<file path="src/rtl/note_chart_sequencer.sv">
// Rhythm-game chart sequencer: walks a {delta, mask} chart ROM, waits delta
// game ticks per entry and fires one-cycle per-column note-launch pulses.
module note_chart_sequencer #(
    parameter int COLS    = 5,
    parameter int ADDR_W  = 8,
    parameter int DELTA_W = 8
) (
    input  logic                    Clk,
    input  logic                    reset,
    input  logic                    start,
    input  logic                    pause,
    input  logic                    gameTick,
    input  logic [DELTA_W+COLS-1:0] romData,
    output logic [ADDR_W-1:0]       romAddr,
    output logic [COLS-1:0]         noteStart,
    output logic                    songActive,
    output logic                    songDone,
    output logic [15:0]             noteCount
);

    typedef enum logic [2:0] {
        IDLE,
        FETCH,
        LOAD,
        WAIT_DELTA,
        EMIT,
        DONE
    } state_t;

    state_t               state_q, state_d;
    logic [ADDR_W-1:0]    addr_q, addr_d;
    logic [COLS-1:0]      mask_q, mask_d;
    logic [DELTA_W-1:0]   delta_q, delta_d;
    logic [COLS-1:0]      note_q, note_d;
    logic [15:0]          count_q, count_d;
    logic                 tick_prev_q;
    logic                 tick;
    logic [15:0]          pop;
    logic [16:0]          sum;

    assign tick = gameTick & ~tick_prev_q;

    always_comb begin
        pop = '0;
        for (int unsigned i = 0; i < COLS; i++) begin
            pop = pop + 16'(mask_q[i]);
        end
        sum = {1'b0, count_q} + {1'b0, pop};
    end

    always_ff @(posedge Clk or negedge reset) begin
        if (!reset) begin
            state_q     <= IDLE;
            addr_q      <= '0;
            mask_q      <= '0;
            delta_q     <= '0;
            note_q      <= '0;
            count_q     <= '0;
            tick_prev_q <= 1'b0;
        end else begin
            state_q     <= state_d;
            addr_q      <= addr_d;
            mask_q      <= mask_d;
            delta_q     <= delta_d;
            note_q      <= note_d;
            count_q     <= count_d;
            tick_prev_q <= gameTick;
        end
    end

    always_comb begin
        state_d = state_q;
        addr_d  = addr_q;
        mask_d  = mask_q;
        delta_d = delta_q;
        count_d = count_q;
        note_d  = '0;
        case (state_q)
            IDLE, DONE: begin
                if (start) begin
                    addr_d  = '0;
                    count_d = '0;
                    state_d = FETCH;
                end
            end
            FETCH: state_d = LOAD;
            LOAD: begin
                if (romData == '0) begin
                    state_d = DONE;
                end else begin
                    mask_d  = romData[COLS-1:0];
                    delta_d = romData[DELTA_W+COLS-1:COLS];
                    state_d = (romData[DELTA_W+COLS-1:COLS] == '0) ? EMIT : WAIT_DELTA;
                end
            end
            WAIT_DELTA: begin
                // The tick that brings the count to zero launches the note.
                if (tick && !pause) begin
                    delta_d = delta_q - DELTA_W'(1);
                    if (delta_q == DELTA_W'(1)) begin
                        state_d = EMIT;
                    end
                end
            end
            EMIT: begin
                note_d  = mask_q;
                count_d = sum[16] ? '1 : sum[15:0];
                if (addr_q == '1) begin
                    state_d = DONE;
                end else begin
                    addr_d  = addr_q + ADDR_W'(1);
                    state_d = FETCH;
                end
            end
            default: state_d = IDLE;
        endcase
    end

    assign romAddr    = addr_q;
    assign noteStart  = note_q;
    assign noteCount  = count_q;
    assign songActive = (state_q != IDLE) && (state_q != DONE);
    assign songDone   = (state_q == DONE);

endmodule

</file>
<file path="config.mk">
export PLATFORM = sky130hd
export DESIGN_NAME = note_chart_sequencer
export DESIGN_NICKNAME = d
export VERILOG_FILES = /design/src/rtl/note_chart_sequencer.sv
export SDC_FILE = /design/constraint.sdc
export NUM_CORES = 1
export LEC_CHECK = 0
export ABC_AREA = 1
export CAP_MARGIN = 20
export CORE_ASPECT_RATIO = 0.9
export CORE_UTILIZATION = 53
export DETAILED_ROUTE_END_ITERATION = 6
export HOLD_SLACK_MARGIN = 0.12
export PLACE_DENSITY = 0.8
export SLEW_MARGIN = 20
export SYNTH_ARGS = -nofsm -noshare
export SYNTH_HDL_FRONTEND = slang
export SYNTH_SLANG_ARGS = --single-unit
</file>
<file path="constraint.sdc">
create_clock -name Clk -period 3.6 [get_ports Clk]
set_input_delay 0.54 -clock Clk [delete_from_list [all_inputs] [get_ports Clk]]
set_output_delay 0.54 -clock Clk [all_outputs]
set_load 0.01 [all_outputs]
</file>
; Yosys cells after proc, flatten, opt, wreduce, memory -nomap -nowiden
; Cells that the tools add are included.
[totals]
wordCells = 62
out_inout_bits = 31
inputBits = 18
regBits = 46
[classes]
n_mux = 17
eq_ne = 13
bitwise = 3
addsub = 7
n_reduce_logical = 15
[ops]
columns = operator, count
row1 = 2-to-1 mux 16 bit, 2
row2 = 2-to-1 mux 8 bit, 4
row3 = case mux 16 bit (2 select lines), 1
row4 = case mux 8 bit (2 select lines), 2
row5 = 2-to-1 mux 3 bit, 6
row6 = adder 16 x 5 -> 17 bit, 1
row7 = case mux 3 bit (5 select lines), 1
row8 = zero test 13 bit, 1
row9 = != test 2 bit (second input constant), 5
row10 = AND reduction 3 bit, 3
row11 = adder 8 x 1 -> 8 bit (second input constant), 1
row12 = == test 8 x 1 -> 1 bit (second input constant), 1
row13 = == test 8 bit (second input constant), 1
row14 = zero test 8 bit, 1
row15 = subtractor 8 x 1 -> 8 bit (second input constant), 1
row16 = == test 3 x 2 -> 1 bit (second input constant), 2
row17 = == test 3 bit (second input constant), 2
row18 = adder 4 x 1 -> 5 bit, 1
row19 = 2-to-1 mux 5 bit, 1
row20 = adder 3 x 1 -> 4 bit, 1
row21 = AND reduction 2 bit, 2
row22 = nonzero test 2 bit, 2
row23 = adder 2 x 1 -> 3 bit, 1
row24 = == test 3 x 1 -> 1 bit (second input constant), 1
row25 = 9 further kinds, 11

; Longest topological paths before layout
; Gate-level depths: netlist of run 1.
[depth]
word_depth = 7
depth_mapped = 14

; Least setup slack after synthesis of run 1
; OpenSTA, ideal clock, no wires.
[synth_timing]
kind = flip-flop to flip-flop
startpoint = register count_q[0], in the netlist noteCount[0]
endpoint = register count_q[3], in the netlist noteCount[3]
path_buffers = 0
path_slack_ps = 821
period_less_slack_ps = 2779
stages_incl_launch_ff = 13
arrival_time_ps = 2656
cell_sequence = dfrtp_1 -> fa_1 -> inv_1 -> fa_1 -> inv_1 -> ha_1 -> fa_1 -> nand2_2 -> a21boi_4 -> nand2_1 -> nor2_2 -> o21ai_0 -> nand2_1
[synth_between]
elab_chain_cells = 3
[synth_lines]
columns = item, line_no
row1 = start: declaration, 35  ; logic [15:0] count_q, count_d;
row2 = start signal: assignment, 66  ; count_q <= count_d;
row3 = adder 16 x 5 -> 17 bit, 48  ; sum = {1'b0, count_q} + {1'b0, pop};
row4 = 2-to-1 mux 16 bit, 107  ; count_d = sum[16] ? '1 : sum[15:0];
row5 = case mux 16 bit (2 select lines), 78  ; case (state_q)
; Every way passes these cells.
; A chain may end at the register's enable or synchronous reset.

; Worst setup path after layout of run 1
[layout_timing]
startpoint = register count_q[0], in the netlist noteCount[0]
endpoint = register count_q[9], in the netlist noteCount[9]
; Same word-level chain as after synthesis.

==> results of run 1 <==
## cells by family after synthesis
logic type               after synthesis
adder cells (fa/ha/maj)               10
buffers and inverters                 59
XOR/XNOR                               5
flip-flops                            46
AO/OA/AOI/OAI                         40
AND/OR/NAND/NOR                      242
## sequential cells by signal, indices dropped and copies added, names as in the netlist
register,count
delta_q,8
romAddr,8
tick_prev_q,1
state_q,3
noteCount,16
mask_q,5
noteStart,5
## cell type report
class                   count  area share [%]
clock inverters             3           0.675
inverters                  53            5.72
clock buffers               5            1.95
multi-input cells         297            43.0
well taps                  67            2.38
flip-flops and latches     46            32.7
repair buffers             48            13.6
## worst max-delay path: cells and delay by family (launching register included)
| family | cells | cell delay [ns] |
|---|---|---|
| AOI/OAI and AO/OA | 1 | 0.24 |
| DFF | 1 | 0.42 |
| adders and majority gates | 4 | 1.39 |
| and+or+nand+nor | 5 | 0.75 |
| buffers and inverters | 2 | 0.12 |
## routing by layer
| metal | global-route usage (%) | wire length [um] | part of all wire, % | vias to the layer above |
|---|---|---|---|---|
| li1 | - | - | - | 1381 |
| met1 | 33.3 | 2910 | 44 | 1221 |
| met2 | 40.4 | 3080 | 47 | 89 |
| met3 | 5.66 | 481 | 7.4 | 8 |
| met4 | 7.14 | 77 | 1.2 | 0 |
| met5 | 0 | 0 | 0 | - |
## where the power goes
part           internal, mW  total, mW  switching (mW)
combinational         0.378       1.05           0.672
sequential            0.635      0.737           0.102
clock                 0.139      0.332           0.193
total                  1.15       2.12           0.966
## stage by stage
stage                     hold WS, ns  util (%)  cells
after floorplan                 0.244         -    402
after global routing            0.261      67.0    519
after CTS                       0.432      67.0    519
after global placement          0.472      65.2    511
after detailed placement        0.471      65.2    511
final                           0.213      67.0    519
## layout by cell type (no fill, tap or decap), types with 2 or more instances in the layout
cell and count:
o21ai_1 7, fa_1 3, o21ai_0 28, nor2_2 7, xor2_1 3, nor2_1 29, inv_2 5, nand2_1 135
xnor2_1 2, nand2_2 4, inv_1 47, or2_2 2, clkbuf_8 5, nor3_1 2, clkdlybuf4s50_1 47, dfrtp_1 46
nand3_1 44, nand3b_1 2, ha_1 7, clkinvlp_4 2, nand4_1 10, nand3_2 2
## path summary, 6_finish.rpt
check / cells after the start / start / slack, ns / to
min in group Clk: 2 / mask_q[3] / 0.50 / mask_q[3]
min: 1 / reset / 0.21 / noteCount[3]
max reg2reg: 12 / noteCount[0] / 0.63 / noteCount[9]
max: 12 / noteCount[0] / 0.63 / noteCount[9]
max in group asynchronous: 1 / reset / 2.99 / delta_q[2]
min reg2reg: 2 / mask_q[3] / 0.50 / mask_q[3]
==> qor.yml, run 1 <==
finalSetupViolCount: 0
rows: 25
ys_seq_area_share_pct: 39.7
clockBufferDepth: 2
io_buffers: 48
coreArea_sq_mm: 0.00526
required_ns: 3.85
synth.top_cell.area_share_pct: 39.7
relSlewSlack_pct: 61.9
fin_ws_ns: 0.630
synth_flop_cell: "dfrtp_1"
synthSimpleGateAreaFrac_pct: 37.3
grt_pass1_wl_um: 11100
wl_per_cell_um: 12.6
yosysWarnings: 0
synth_xor_area_share_pct: 1.51
hpwl_um: 4790
synthTopCellsByArea: "dfrtp_1 (40%), nand2_1 (17%), nand3_1 (7.6%)"
path_class: "reg2reg"
min_period_ns: 2.97
synthAdderAreaFrac_pct: 5.09
drv_slew: 0
drv_cap: 0
crit_chain: "fa_1 > inv_1 > fa_1 > inv_1 > ha_1 > fa_1 > nand2_2 > a21boi_4 > nand4_2 > nand3_1 > nand2_1 > nand2_1"
yosysMostFrequentCell: "nand2_1"
final_nets: 479
io_pins: 49
clk_latency_ns: 0.31
grtUsageTotal_pct: 24.8
initial_core_util_pct: 55.1
cts_setup_buffers: 0
gr-total-overflow: 0
max_stage_delay_ns: 0.54
synth_mux_area_share_pct: 0
viasPerCell: 5.20
die_w_um: 79.9
status: "finished, final reports clean"
hold_viol_final: 0
numCtsBuffers: 5
synth_edf_count: 0
p_leak_nw: 1.73
synth_top_area_cell: "dfrtp_1"
fill_cells: 451
crit_arrival_ns: 3.22
diodes: 0
root_buffer: "clkbuf_8"
start_kind: "flip-flop"
register_area_sq_mm: 0.00115
cts_resized: 0
ys_types: 34
critPathMostFrequentCell: "fa_1"
dr.pass1.iters: 5
multi_input_area_sq_mm: 0.00152
crit_path_end_kind: "flip-flop"
finalSetupTns_ns: 0
p_per_area_mw_per_mm2: 601
syn_area_sq_mm: 0.00290
layout-drive-gt1-share_pct: 7.96
period_share_pct: 82.5
clkTransAtPathRegs_ns: 0.09
irDropWorstVdd_mv: 0.447
globalplace.congestion: 0.842
synth_compound_area_share_pct: 8.33
post_synth.cell_area_avg_sq_um: 7.21
synthArstFlopShare_pct: 100
min_path_type: "in2async"
vias: 2699
wirelength_um: 6540
postPlaceCellArea_sq_mm: 0.00343
ant_nets: 0
die-area_sq_mm: 0.00577
rsz0062_at_grt: "no"
cts_tree: "built"
skew_ns: 0.00553
area_growth_pct: 21.5
synth_cells: 402
drtIter0Drc: 130
crit_path_max_fanout: 10
cts_max_level: 2
grt_pass1_vias: 2446
antenna_found_initial: 0
clock.fmax_ghz: 0.337
route.detailed.drc: 0
place_ws_ns: 0.631
total_power_mw: 2.12
slowest_stage: "fa_1"
synth_seq_cells: 46
stdcell_area_sq_mm: 0.00352
cts.sinks: 46
hold_buffers: 0
die_h_um: 72.2
synth_commonest_cells: "nand2_1 (135), inv_1 (47), dfrtp_1 (46)"
synth_top_family_by_area: "simple AND/OR/NAND/NOR gates"
grt_max_degree: 47
worst_pin_slew_ns: 0.571
syn_nets: 430
Note: power is estimated with default switching activity, not from simulation.
==> run 2: changes to the inputs <==
Clock period 3.6 ns to 2.98 ns, I/O delays scaled along.
==> run 2 against run 1 <==
  * Combinational power grew 27%
  * Count of clock-buffer cells in the layout unchanged
  * Worst setup slack got worse by 0.58 ns
  * Critical path depth is 2 higher
  * Cell area rose by 1.9%
  * Global-route usage grew 0.16 points
  * Highest routed layer unchanged
==> qor.yml, run 2 (synthesized netlist as in run 1, its figures left out) <==
period_share_pct: 98.4  # was 82.5%
finalSetupViolCount: 0  # unchanged
crit_path_max_fanout: 7  # was 10
register_area_sq_mm: 0.00115  # unchanged
grt_max_degree: 47  # unchanged
final_common_cell: "nand2_1"  # unchanged
drtIter0Drc: 170  # was 130
cts_tree: "built"  # unchanged
drv_cap: 0  # unchanged
ant_nets: 0  # unchanged
antenna_found_initial: 0  # unchanged
multi_input_area_sq_mm: 0.00157  # was 0.00152 sq mm
wirelength_um: 6670  # was 6540 um
p_seq_share_pct: 33.9  # was 34.8%
dr.pass1.iters: 6  # was 5
grtUsageTotal_pct: 24.9  # was 24.8%
start_kind: "flip-flop"  # unchanged
place_ws_ns: 0.0146  # was 0.631 ns
io_pins: 49  # unchanged
area_growth_pct: 23.9  # was 21.5%
rsz0062_at_grt: "yes"  # was no
min_period_ns: 2.93  # was 2.97 ns
crit_arrival_ns: 3.14  # was 3.22 ns
final_nets: 482  # was 479
largest_reg_flops: 16  # unchanged
grtUsageMet3_pct: 5.66  # unchanged
required_ns: 3.19  # was 3.85 ns
clk_latency_ns: 0.31  # about the same
die_h_um: 72.2  # unchanged
drv_slew: 0  # unchanged
worst_pin_slew_ns: 0.726  # was 0.571 ns
p_leak_nw: 1.77  # was 1.73 nW
p_comb_share_pct: 50.9  # was 49.5%
clkTransAtPathRegs_ns: 0.09  # about the same
globalplace.congestion: 0.842  # about the same
relSlewSlack_pct: 51.2  # was 61.9%
initial_core_util_pct: 55.1  # unchanged
cts_max_level: 2  # unchanged
grt_pass1_wl_um: 11100  # about the same
fill_cells: 445  # was 451
io_buffers: 48  # unchanged
coreArea_sq_mm: 0.00526  # unchanged
path_class: "reg2reg"  # unchanged
netSwitchingFraction_pct: 45.5  # was 45.6%
clkPwrFrac_pct: 15.2  # was 15.7%
grt_busiest_layer: "met2"  # unchanged
fin_ws_ns: 0.0483  # was 0.630 ns
hold_viol_final: 0  # unchanged
irDropWorstVdd_mv: 0.514  # was 0.447 mV
final_cell_mix: "nand2_1 (134), clkdlybuf4s50_1 (47), inv_1 (46), dfrtp_1 (46), nand3_1 (44)"  # was nand2_1 (135), inv_1 (47), clkdlybuf4s50_1 (47), dfrtp_1 (46), nand3_1 (44)
utilization_pct: 68.3  # was 67.0%
clockBufferDepth: 2  # unchanged
viasPerCell: 5.25  # was 5.20
grt_pass1_vias: 2504  # was 2446
die-area_sq_mm: 0.00577  # unchanged
route.detailed.drc: 0  # unchanged
gr-total-overflow: 0  # unchanged
rows: 25  # unchanged
p_switching_mw: 1.19  # was 966 uW
hpwl_um: 4820  # was 4790 um
status: "finished, final reports clean"  # unchanged
p_per_area_mw_per_mm2: 731  # was 601 mW/mm^2
crit_path_end_kind: "flip-flop"  # unchanged
skew_ns: 0.00863  # was 0.00553 ns
r2r_cells: 14  # was 12
total_power_mw: 2.62  # was 2.12 mW
use_met1_pct: 33.2  # was 33.3%
reg2reg_slack_ns: 0.05  # was 0.63 ns
use_met2_pct: 40.9  # was 40.4%
diodes: 0  # unchanged
cts.sinks: 46  # unchanged
min_path_type: "in2async"  # unchanged
root_buffer: "clkbuf_8"  # unchanged
wl_per_cell_um: 12.8  # was 12.6 um
die_w_um: 79.9  # unchanged
numCtsBuffers: 5  # unchanged
layout-drive-gt1-share_pct: 9.45  # was 7.96%
p_int_mw: 1.43  # was 1.15 mW
vias: 2740  # was 2699
holdWs_ns: 0.122  # was 0.213 ns
clock.fmax_ghz: 0.341  # was 0.337 GHz
==> run 2: through the flow <==
stage / instance area (sq um) / setup TNS (ns) / std cells
after floorplan: 2900 / 0 / 402
after global placement: 3430 / 0 / 511
after detailed placement: 3430 / 0 / 511
after CTS: 3520 / 0 / 519
after global routing: 3590 / -0.145 / 522
final: 3590 / 0 / 522
==> run 2: worst max-delay path, cell delays in order, from the launching register on <==
cell and delay (ns):
dfrtp_1 0.42, fa_1 0.54, inv_1 0.05, fa_1 0.45, inv_2 0.08, ha_4 0.14, fa_2 0.22, nand2_2 0.08
a21boi_4 0.31, buf_4 0.18, nand3_1 0.09, nand2_1 0.09, nand3_1 0.08, nand2_1 0.07, nand2_1 0.04
==> run 2: metal layers <==
metal	up-vias	share of wire (%)
li1	1391	-
met1	1250	45
met2	89	48
met3	10	5.9
met4	0	1.4
met5	-	0
==> run 2: worst paths after layout <==
path	to	startpoint
setup / recovery	noteCount[12]	noteCount[0]
min in group Clk	mask_q[4]	mask_q[4]
max in group asynchronous	state_q[1]	reset
hold / removal	noteCount[6]	reset
setup reg to reg	noteCount[12]	noteCount[0]
hold reg to reg	mask_q[4]	mask_q[4]
==> run 2: timing repair <==
action | CTS | global route
setup buffers | 0 | 2
gates resized for setup | 0 | 9
hold buffers | 0 | 0
setup endpoints to repair | 0 | 16
==> run 2: area by class of cell <==
type / count / share of cell area, %
clock buffers: 5 / 1.92
well taps: 67 / 2.34
clock inverters: 3 / 0.662
inverters: 53 / 5.61
repair buffers: 50 / 13.7
multi-input cells: 298 / 43.7
flip-flops and latches: 46 / 32.1
==> run 2: power by group through the flow <==
| stage | Clock [mW] | Combinational, mW | Sequential (mW) |
|---|---|---|---|
| finish | 0.399 | 1.33 | 0.890 |
| detailed placement | 0 | 1.26 | 0.898 |
| global route | 0.434 | 1.55 | 0.914 |
| CTS | 0.404 | 1.27 | 0.885 |
| global placement | 0 | 1.22 | 0.889 |
| floorplan | 0 | 0.948 | 0.885 |
